$ cat config.mk
export PLATFORM = sky130hd
export DESIGN_NAME = water_level_sensor_ctrl
export DESIGN_NICKNAME = d
export VERILOG_FILES = /design/src/rtl/water_level_sensor_ctrl.sv
export SDC_FILE = /design/constraint.sdc
export NUM_CORES = 1
export LEC_CHECK = 0
export CAP_MARGIN = 25
export CORE_ASPECT_RATIO = 0.5
export CORE_UTILIZATION = 45
export DETAILED_ROUTE_END_ITERATION = 6
export DONT_BUFFER_PORTS = 1
export GPL_TIMING_DRIVEN = 0
export PLACE_DENSITY_LB_ADDON = 0.08
export SYNTH_ARGS = -nofsm -noshare
export SYNTH_HDL_FRONTEND = slang
export SYNTH_SLANG_ARGS = --single-unit
$ cat constraint.sdc
create_clock -name clk -period 3.37 [get_ports clk]
set_input_delay 0.8425 -clock clk [delete_from_list [all_inputs] [get_ports clk]]
set_output_delay 0.8425 -clock clk [all_outputs]
set_load 0.005 [all_outputs]
$ cat src/rtl/water_level_sensor_ctrl.sv
// Tank level front end: 2-flop probe synchroniser, debounce, thermometer-to-BCD encode,
// and the pump FSM with low/high hysteresis, dry-fill timeout and sensor-fault latch.
module water_level_sensor_ctrl #(
  parameter int unsigned DEBOUNCE_CYCLES = 1000,
  parameter int unsigned LOW_LEVEL       = 2,
  parameter int unsigned HIGH_LEVEL      = 8,
  parameter int unsigned FILL_TIMEOUT    = 50_000_000
) (
  input  logic       clk,
  input  logic       rst,
  input  logic [8:0] probe,
  input  logic       fault_clr,
  output logic [3:0] level_bcd,
  output logic       level_valid,
  output logic       pump_on,
  output logic       fault
);

  localparam int unsigned CW = $clog2(DEBOUNCE_CYCLES + 1);
  localparam logic [CW-1:0] DB_MAX = CW'(DEBOUNCE_CYCLES);
  localparam logic [3:0] LOW_L = 4'(LOW_LEVEL);
  localparam logic [3:0] HIGH_L = 4'(HIGH_LEVEL);
  localparam logic [31:0] TIMEOUT_LAST = 32'(FILL_TIMEOUT - 1);

  typedef enum logic [1:0] {
    IDLE  = 2'd0,
    FILL  = 2'd1,
    FAULT = 2'd2
  } state_t;

  logic [8:0]    sync1;
  logic [8:0]    sync2;
  logic [8:0]    cand;
  logic [8:0]    stable;
  logic          stable_vld;
  logic [CW-1:0] db_cnt;
  logic          sens_err;
  logic [3:0]    level_prev;
  logic [31:0]   fill_timer;
  logic          code_ok;
  logic [3:0]    ones;
  state_t        state;
  state_t        state_next;

  always_ff @(posedge clk) begin
    if (rst) begin
      sync1      <= '0;
      sync2      <= '0;
      cand       <= '0;
      stable     <= '0;
      stable_vld <= 1'b0;
      db_cnt     <= '0;
    end else begin
      sync1 <= probe;
      sync2 <= sync1;
      if (sync2 != cand) begin
        cand   <= sync2;
        db_cnt <= '0;
      end else if (db_cnt != DB_MAX) begin
        db_cnt <= db_cnt + CW'(1);
      end
      if (db_cnt == DB_MAX) begin
        stable     <= cand;
        stable_vld <= 1'b1;
      end
    end
  end

  // A legal thermometer code has no 1 above a 0, i.e. stable+1 is a power of two (or wraps to 0).
  always_comb begin
    code_ok = ((stable & (stable + 9'd1)) == 9'd0);
    ones    = 4'd0;
    for (int i = 0; i < 9; i++) begin
      ones = ones + {3'd0, stable[i]};
    end
  end

  always_ff @(posedge clk) begin
    if (rst) begin
      level_bcd   <= 4'd0;
      level_valid <= 1'b0;
      sens_err    <= 1'b0;
      level_prev  <= 4'd0;
    end else begin
      level_bcd   <= code_ok ? ones : 4'hF;
      sens_err    <= !code_ok;
      level_valid <= level_valid | stable_vld;
      level_prev  <= level_bcd;
    end
  end

  always_ff @(posedge clk) begin
    if (rst) begin
      state <= IDLE;
    end else begin
      state <= state_next;
    end
  end

  always_comb begin
    state_next = state;
    pump_on    = 1'b0;
    fault      = 1'b0;
    case (state)
      FILL:    pump_on = 1'b1;
      FAULT:   fault   = 1'b1;
      default: ;
    endcase
    if (sens_err) begin
      state_next = FAULT;
    end else begin
      case (state)
        IDLE: begin
          if (level_valid && (level_bcd <= LOW_L)) state_next = FILL;
        end
        FILL: begin
          // Reaching the stop level wins over a coincident timeout.
          if (level_bcd >= HIGH_L) state_next = IDLE;
          else if (fill_timer == TIMEOUT_LAST) state_next = FAULT;
        end
        FAULT: begin
          if (fault_clr) state_next = IDLE;
        end
        default: state_next = IDLE;
      endcase
    end
  end

  always_ff @(posedge clk) begin
    if (rst) begin
      fill_timer <= 32'd0;
    end else if (state_next != FILL || state != FILL) begin
      fill_timer <= 32'd0;
    end else if (level_bcd > level_prev) begin
      fill_timer <= 32'd0;
    end else begin
      fill_timer <= fill_timer + 32'd1;
    end
  end

endmodule
==> metrics.yaml, run 1 <==
route:
  ant_nets: 0
  routed-via-count: 2575
  post_drt_wl_per_cell_um: 12.7
  wirelength_um: 6700
  drc: 0
  avgViaCountPerCell: 4.87
  dr.pass1.iters: 5
  initialDrtViolationCount: 87
cts:
  clockBufferDepth: 2
  clkTransAtPathRegs_ns: 0.07
  cts_root_buf: "clkbuf_16"
  clock_latency_ns: 0.35
  cts_max_level: 3
  cts_made_buffers: 9
  hold_buffers: 0
  post_cts_buffers: 0
  cts.sinks: 91
  tritoncts: "done"
  ctsResizeCount: 0
worst_hold_path:
  worstHoldPathType: "register to register"
  min_path_cells: 1
synthesis:
  syn_nets: 429
  synth_adder_area_share: 0.0626
  synth-async-reset-ratio: 0
  syn_area_mm2: 0.00380
  synth-compound-area-share: 0.0349
  synth_top_family_by_area: "simple AND/OR/NAND/NOR gates"
  yosys_warnings: 0
  yosysSeqAreaShare: 0.480
  ys_types: 38
  synth-edff-count: 0
  synth_ff_type: "dfxtp_1"
  synth_xor_area_frac: 0.106
  muxShareOfSynthArea: 0.0290
  ys_seq_elements: 91
  yosys.area_share.simple: 0.251
  netlist_instances: 401
  syn-mean-instance-area_um2: 9.47
critical_path:
  end_kind: "register"
  path_depth: 8
  crit_chain: "fa_1 -> inv_1 -> fa_1 -> fa_1 -> fa_1 -> fa_1 -> xor2_1 -> a21oi_1"
  critical-path-slowest-cell: "fa_1"
  ff2ff_path_depth: 8
  timing.critical_path.mode_cell: "fa_1"
  cp.arrival_ns: 3.26
  cp.buffers_inverters: 1
  criticalPathCategory: "register to register"
  path_max_fanout: 5
  r2r_setup_slack_ns: 0.30
  worstSetupStartpointType: "register"
  slowest_delay_ns: 0.56
  crit_family: "adder cells"
  worstPathRequired_ns: 3.57
layout:
  final.fill_count: 731
  drive_gt1_frac: 0.0671
  final_core_util: 0.523
  layout_common_cells: "dfxtp_1, nor2_1, nor2b_1"
  final_common_cell: "dfxtp_1"
  fin_nets: 440
  syn2layout_area_growth_pct: 11.4
  antenna_cells: 0
  final_area_mm2: 0.00423
global_route:
  grt_max_degree: 19
  grt_use_total: 0.175
  antenna_found_initial: 0
  grt_pass1_vias: 2513
  overflow: 0
  grt_pass1_wl_um: 11600
die:
  ios: 19
  die_x_um: 132
  die_area_mm2: 0.00883
  start_util: 0.469
  die_h_um: 66.9
  coreArea_mm2: 0.00809
  rows: 23
sta:
  period_share: 0.910
  max-slew-margin-rel: 0.474
  fin_crit_ns: 3.07
  holdWs_ns: 0.438
  report.final.setup_viol: 0
  hold_violations: 0
  tightestPinTransition_ns: 0.781
  timing.fmax_mhz: 326
  rsz0062_at_grt: "no"
  tns_ns: 0
  fin_ws_ns: 0.303
  final_max_slew_viol_count: 0
  fin_skew_ns: 0.00636
placed_design:
  gp_congestion: 0.852
  dpl.hpwl_um: 5040
  place_ws_ns: 0.291
  port-buffer-count: 0
  dpl_cell_area_mm2: 0.00394
power:
  leakage_nw: 1.55
  vdd_drop_max_mv: 0.335
  powerDensity_mw_per_mm2: 500
status:
  status: "finished, final reports clean"
flow_run:
  cap_violations: 0
==> kinds of logic after synthesis <==
group | after synthesis
AND/OR/NAND/NOR | 181
multiplexers | 11
buffers and inverters | 35
adder cells (fa/ha/maj) | 16
XOR/XNOR | 46
flip-flops | 91
AO/OA/AOI/OAI | 21
==> worst paths after layout <==
path                                start            to
worst max-delay path            stable[0]  level_bcd[2]
worst min-delay path             sync1[3]      sync2[3]
worst max register to register  stable[0]  level_bcd[2]
worst min register to register   sync1[3]      sync2[3]
==> registers in the layout, indices dropped and copies added (netlist names) <==
| name | flops |
|---|---|
| sens_err | 1 |
| level_valid | 1 |
| level_prev | 4 |
| stable_vld | 1 |
| sync2 | 9 |
| db_cnt | 10 |
| state | 2 |
| stable | 9 |
| fill_timer | 32 |
| level_bcd | 4 |
| sync1 | 9 |
| cand | 9 |
==> per-layer routing <==
| metal | track usage | routed length, um |
|---|---|---|
| met5 | 0 | 0 |
| met4 | 0.0785 | 113 |
| met3 | 0.0624 | 256 |
| met2 | 0.299 | 3110 |
| met1 | 0.200 | 3220 |
==> area by class of cell <==
class	count	area, um2	share of cell area
sequential	91	1820	0.431
clock buffer	9	225	0.0533
tap	112	140	0.0331
multi-input combinational	275	1840	0.435
inverter	24	90.1	0.0213
clock inverter	7	67.6	0.0160
buffer	11	46.3	0.0109
==> synth_stat cells (2+ instances only) <==
master / number / area (um2)
a21oi_1: 11 / 55.1
and3_1: 6 / 37.5
buf_2: 4 / 20.0
clkbuf_1: 6 / 22.5
dfxtp_1: 91 / 1820
fa_1: 5 / 100
ha_1: 11 / 138
inv_1: 24 / 90.1
mux2i_1: 11 / 110
nand2_1: 14 / 52.6
nand3_1: 17 / 85.1
nand4_1: 19 / 119
nor2_1: 62 / 233
nor2b_1: 35 / 219
nor3_1: 5 / 25.0
nor4_1: 6 / 37.5
o21ai_0: 5 / 25.0
or3_1: 2 / 12.5
or4_1: 4 / 30.0
xnor2_1: 16 / 140
xor2_1: 30 / 263
==> metrics by stage <==
step                      std cells  total power [mW]
after floorplan                 401              1.15
after global placement          513              1.16
after detailed placement        513              1.16
after CTS                       529              2.14
after global routing            529              2.20
final                           529              2.11
==> report_power, final <==
group | internal (mW) | switching (mW)
Clock | 0.522 | 0.460
Combinational | 0.0166 | 0.0199
Sequential | 1.09 | 0.00713
Total | 1.63 | 0.487
Note: power is estimated with default switching activity, not from simulation.
==> inputs of run 2 (changes only) <==
--- a/config.mk
+++ b/config.mk
@@ -11,7 +11,6 @@
 export DETAILED_ROUTE_END_ITERATION = 6
 export DONT_BUFFER_PORTS = 1
 export GPL_TIMING_DRIVEN = 0
-export PLACE_DENSITY_LB_ADDON = 0.08
 export SYNTH_ARGS = -nofsm -noshare
 export SYNTH_HDL_FRONTEND = slang
 export SYNTH_SLANG_ARGS = --single-unit
==> metrics.yaml, run 2 (synthesis gave the netlist of run 1 again) <==
global_route:
  gr-usage-met2: 0.289
  top_usage_layer: "met2"
  grt_max_degree: 19
  grt_use_total: 0.171
  antenna_found_initial: 0
  grt_pass1_wl_um: 11500
  grt.met3_usage: 0.0624
  gr-usage-met1: 0.198
  grt_pass1_vias: 2525
  overflow: 0
layout:
  final_area_mm2: 0.00423
  syn2layout_area_growth_pct: 11.3
  antenna_cells: 0
  layout_common_cells: "dfxtp_1, nor2_1, nor2b_1"
  final_common_cell: "dfxtp_1"
  drive_gt1_frac: 0.0671
  reg_top3: "fill_timer (32), db_cnt (10)"
  largest_register: "fill_timer"
  fin_cells: 529
  largest_reg_flops: 32
  fin_nets: 440
die:
  die_x_um: 132
  die_area_mm2: 0.00883
  rows: 23
  ios: 19
  coreArea_mm2: 0.00809
  start_util: 0.469
  die_h_um: 66.9
power:
  vdd_drop_max_mv: 0.313
  powerDensity_mw_per_mm2: 500
  leakage_nw: 1.55
placed_design:
  gp_congestion: 0.858
  dpl_cell_area_mm2: 0.00394
  port-buffer-count: 0
  numPlacedInstances: 513
  dpl.hpwl_um: 4940
sta:
  max-slew-margin-rel: 0.448
  report.final.setup_viol: 0
  fin_skew_ns: 0.00843
  rsz0062_at_grt: "no"
  final_max_slew_viol_count: 0
  tightestPinTransition_ns: 0.820
  holdWs_ns: 0.441
  fin_crit_ns: 3.08
  timing.fmax_mhz: 325
  period_share: 0.914
  tns_ns: 0
  hold_violations: 0
route:
  dr.pass1.iters: 4
  post_drt_wl_per_cell_um: 12.8
  drc: 0
  ant_nets: 0
  avgViaCountPerCell: 5.01
  routed-via-count: 2648
  initialDrtViolationCount: 119
  wirelength_um: 6780
critical_path:
  cp.buffers_inverters: 1
  end_kind: "register"
  crit_family: "adder cells"
  worstSetupStartpointType: "register"
  slowest_delay_ns: 0.54
  crit_chain: "fa_1 -> inv_1 -> fa_1 -> fa_1 -> fa_1 -> fa_1 -> xor2_1 -> a21oi_1"
  worstPathRequired_ns: 3.57
  criticalPathCategory: "register to register"
  cp.arrival_ns: 3.28
  timing.critical_path.mode_cell: "fa_1"
  critical-path-slowest-cell: "fa_1"
  path_max_fanout: 5
cts:
  cts_made_buffers: 9
  clock_latency_ns: 0.35
  ctsResizeCount: 0
  cts.sinks: 91
  tritoncts: "done"
  cts_root_buf: "clkbuf_16"
  clkTransAtPathRegs_ns: 0.07
  cts_max_level: 3
  hold_buffers: 0
  clockBufferDepth: 2
  post_cts_buffers: 0
worst_hold_path:
  worstHoldPathType: "register to register"
flow_run:
  cap_violations: 0
status:
  status: "finished, final reports clean"
## run 2: changes by cell type in the layout (fill, tap and decap cells not counted)
cell	change
inv_8	-1
clkinv_4	-1
inv_6	+2
## run 2: final timing paths
check	cells past startpoint	slack (ns)	end	startpoint
setup / recovery	8	0.29	level_bcd[2]	stable[0]
hold / removal	1	0.44	sync2[1]	sync1[1]
hold reg to reg	1	0.44	sync2[1]	sync1[1]
setup reg to reg	8	0.29	level_bcd[2]	stable[0]
## run 2: metrics by stage
| stage | utilization | total power [mW] | setup slack (ns) |
|---|---|---|---|
| floorplan | - | 1.15 | 0.438 |
| CTS | 0.523 | 2.14 | 0.266 |
| detailed placement | 0.487 | 1.16 | 0.284 |
| finish | 0.523 | 2.11 | 0.290 |
| global route | 0.523 | 2.19 | 0.170 |
| global placement | 0.487 | 1.16 | 0.353 |
## run 2: power breakdown
| part | total [mW] | switching (mW) | internal [mW] |
|---|---|---|---|
| logic | 0.0362 | 0.0198 | 0.0165 |
| clock network | 0.980 | 0.459 | 0.521 |
| registers | 1.10 | 0.00701 | 1.09 |
## run 2: cell type report
type / instances / area (um2)
tap: 112 / 140
fill: 727 / 3860
clock inverter: 7 / 65.1
multi-input combinational: 275 / 1840
sequential: 91 / 1820
clock buffer: 9 / 225
buffer: 11 / 46.3
inverter: 24 / 90.1
## run 2: routing by layer
metal  wire length, um  vias up
met5                 0        -
met4                91        0
met3               215       11
met2              3200       23
met1              3280     1262
li1                  -     1352
==> inputs of run 3 (changes only) <==
--- a/config.mk
+++ b/config.mk
@@ -6,7 +6,7 @@
 export NUM_CORES = 1
 export LEC_CHECK = 0
 export CAP_MARGIN = 25
-export CORE_ASPECT_RATIO = 0.5
+export CORE_ASPECT_RATIO = 0.75
 export CORE_UTILIZATION = 45
 export DETAILED_ROUTE_END_ITERATION = 6
 export DONT_BUFFER_PORTS = 1
==> metrics.yaml, run 3 (synthesis gave the netlist of run 1 again) <==
sta:
  max-slew-margin-rel: 0.380
  period_share: 0.909
  fin_ws_ns: 0.307
  hold_violations: 0
  tightestPinTransition_ns: 0.921
  report.final.setup_viol: 0
  fin_skew_ns: 0.0118
  final_max_slew_viol_count: 0
  timing.fmax_mhz: 326
  tns_ns: 0
  fin_crit_ns: 3.06
  rsz0062_at_grt: "no"
route:
  post_drt_wl_per_cell_um: 13.0
  avgViaCountPerCell: 4.94
  routed-via-count: 2577
  top_layer_used: "met4"
  ant_nets: 0
  initialDrtViolationCount: 68
  met1_length_um: 3770
  wl_met3_um: 298
  drc: 0
  dr.pass1.iters: 4
  wirelength_um: 6770
  wl_met2_um: 2580
critical_path:
  worstSetupStartpointType: "register"
  criticalPathCategory: "register to register"
  worstPathRequired_ns: 3.58
  timing.critical_path.mode_cell: "fa_1"
  cp.buffers_inverters: 1
  crit_family: "adder cells"
  crit_chain: "fa_1 -> inv_1 -> fa_1 -> fa_1 -> fa_1 -> fa_1 -> xor2_1 -> a21oi_1"
  slowest_delay_ns: 0.54
  cp.arrival_ns: 3.28
  end_kind: "register"
  path_max_fanout: 5
  critical-path-slowest-cell: "fa_1"
cts:
  cts.sinks: 91
  tritoncts: "done"
  clockBufferDepth: 2
  hold_buffers: 0
  clkTransAtPathRegs_ns: 0.09
  clock_latency_ns: 0.37
  cts_root_buf: "clkbuf_8"
  cts_max_level: 3
  post_cts_buffers: 0
  ctsResizeCount: 0
  cts_made_buffers: 9
layout:
  layout_common_cells: "dfxtp_1, nor2_1, nor2b_1"
  reg_top3: "fill_timer (32), db_cnt (10)"
  drive_gt1_frac: 0.0671
  antenna_cells: 0
  largest_register: "fill_timer"
  final_core_util: 0.516
  largest_reg_flops: 32
  final_common_cell: "dfxtp_1"
  syn2layout_area_growth_pct: 9.03
  final.fill_count: 760
  fin_nets: 440
global_route:
  grt_pass1_vias: 2399
  overflow: 0
  antenna_found_initial: 0
  grt_use_total: 0.175
  grt_max_degree: 16
  grt_pass1_wl_um: 11500
placed_design:
  gp_congestion: 0.788
  dpl.hpwl_um: 4810
  place_ws_ns: 0.331
  port-buffer-count: 0
die:
  rows: 28
  coreArea_mm2: 0.00802
  die_area_mm2: 0.00881
  start_util: 0.473
  die_x_um: 108
  die_h_um: 81.5
  ios: 19
worst_hold_path:
  worstHoldPathType: "register to register"
power:
  power_mw: 1.90
  leakage_nw: 1.52
  vdd_drop_max_mv: 0.386
  powerDensity_mw_per_mm2: 459
flow_run:
  cap_violations: 0
status:
  status: "finished, final reports clean"
==> run 3: changes by cell type in the layout (fill, tap and decap cells not counted) <==
cell	change
bufinv_16	+1
clkbuf_16	-9
clkbuf_8	+11
clkinv_2	+1
clkinv_4	+1
inv_6	-3
inv_8	-2
==> run 3: metal layers <==
layer | up-vias | global-route usage
met5 | - | 0
met4 | 0 | 0.0767
met3 | 10 | 0.0627
met2 | 34 | 0.232
met1 | 1182 | 0.249
li1 | 1351 | -
==> run 3: where the power goes <==
part           switching (mW)  total (mW)  leakage [nW]  internal [mW]
clock network           0.383       0.769         0.106          0.385
registers             0.00675        1.09         0.737           1.09
logic                  0.0208      0.0374         0.673         0.0165
total                   0.411        1.90          1.52           1.49
==> run 3: final cells by class <==
class / count / area (um2) / share of cell area
clock buffers: 11 / 151 / 0.0366
well taps: 105 / 131 / 0.0317
plain buffers: 11 / 46.3 / 0.0112
clock inverters: 5 / 60.1 / 0.0145
multi-input cells: 275 / 1840 / 0.444
inverters: 24 / 90.1 / 0.0218
flip-flops and latches: 91 / 1820 / 0.440
==> run 3: worst paths after layout <==
kind         startpoint           end  slack, ns  cells past startpoint
max           stable[0]  level_bcd[2]       0.31                      8
min            sync1[6]      sync2[6]       0.43                      1
max reg2reg   stable[0]  level_bcd[2]       0.31                      8
min reg2reg    sync1[6]      sync2[6]       0.43                      1
==> run 3: through the flow <==
stage / hold slack [ns] / cell area [um2] / cells
3_3_place_gp: 0.419 / 3930 / 506
3_5_place_dp: 0.423 / 3930 / 506
4_1_cts: 0.440 / 4140 / 522
6_report: 0.433 / 4140 / 522
5_1_grt: 0.459 / 4140 / 522
2_1_floorplan: 0.414 / 3800 / 401
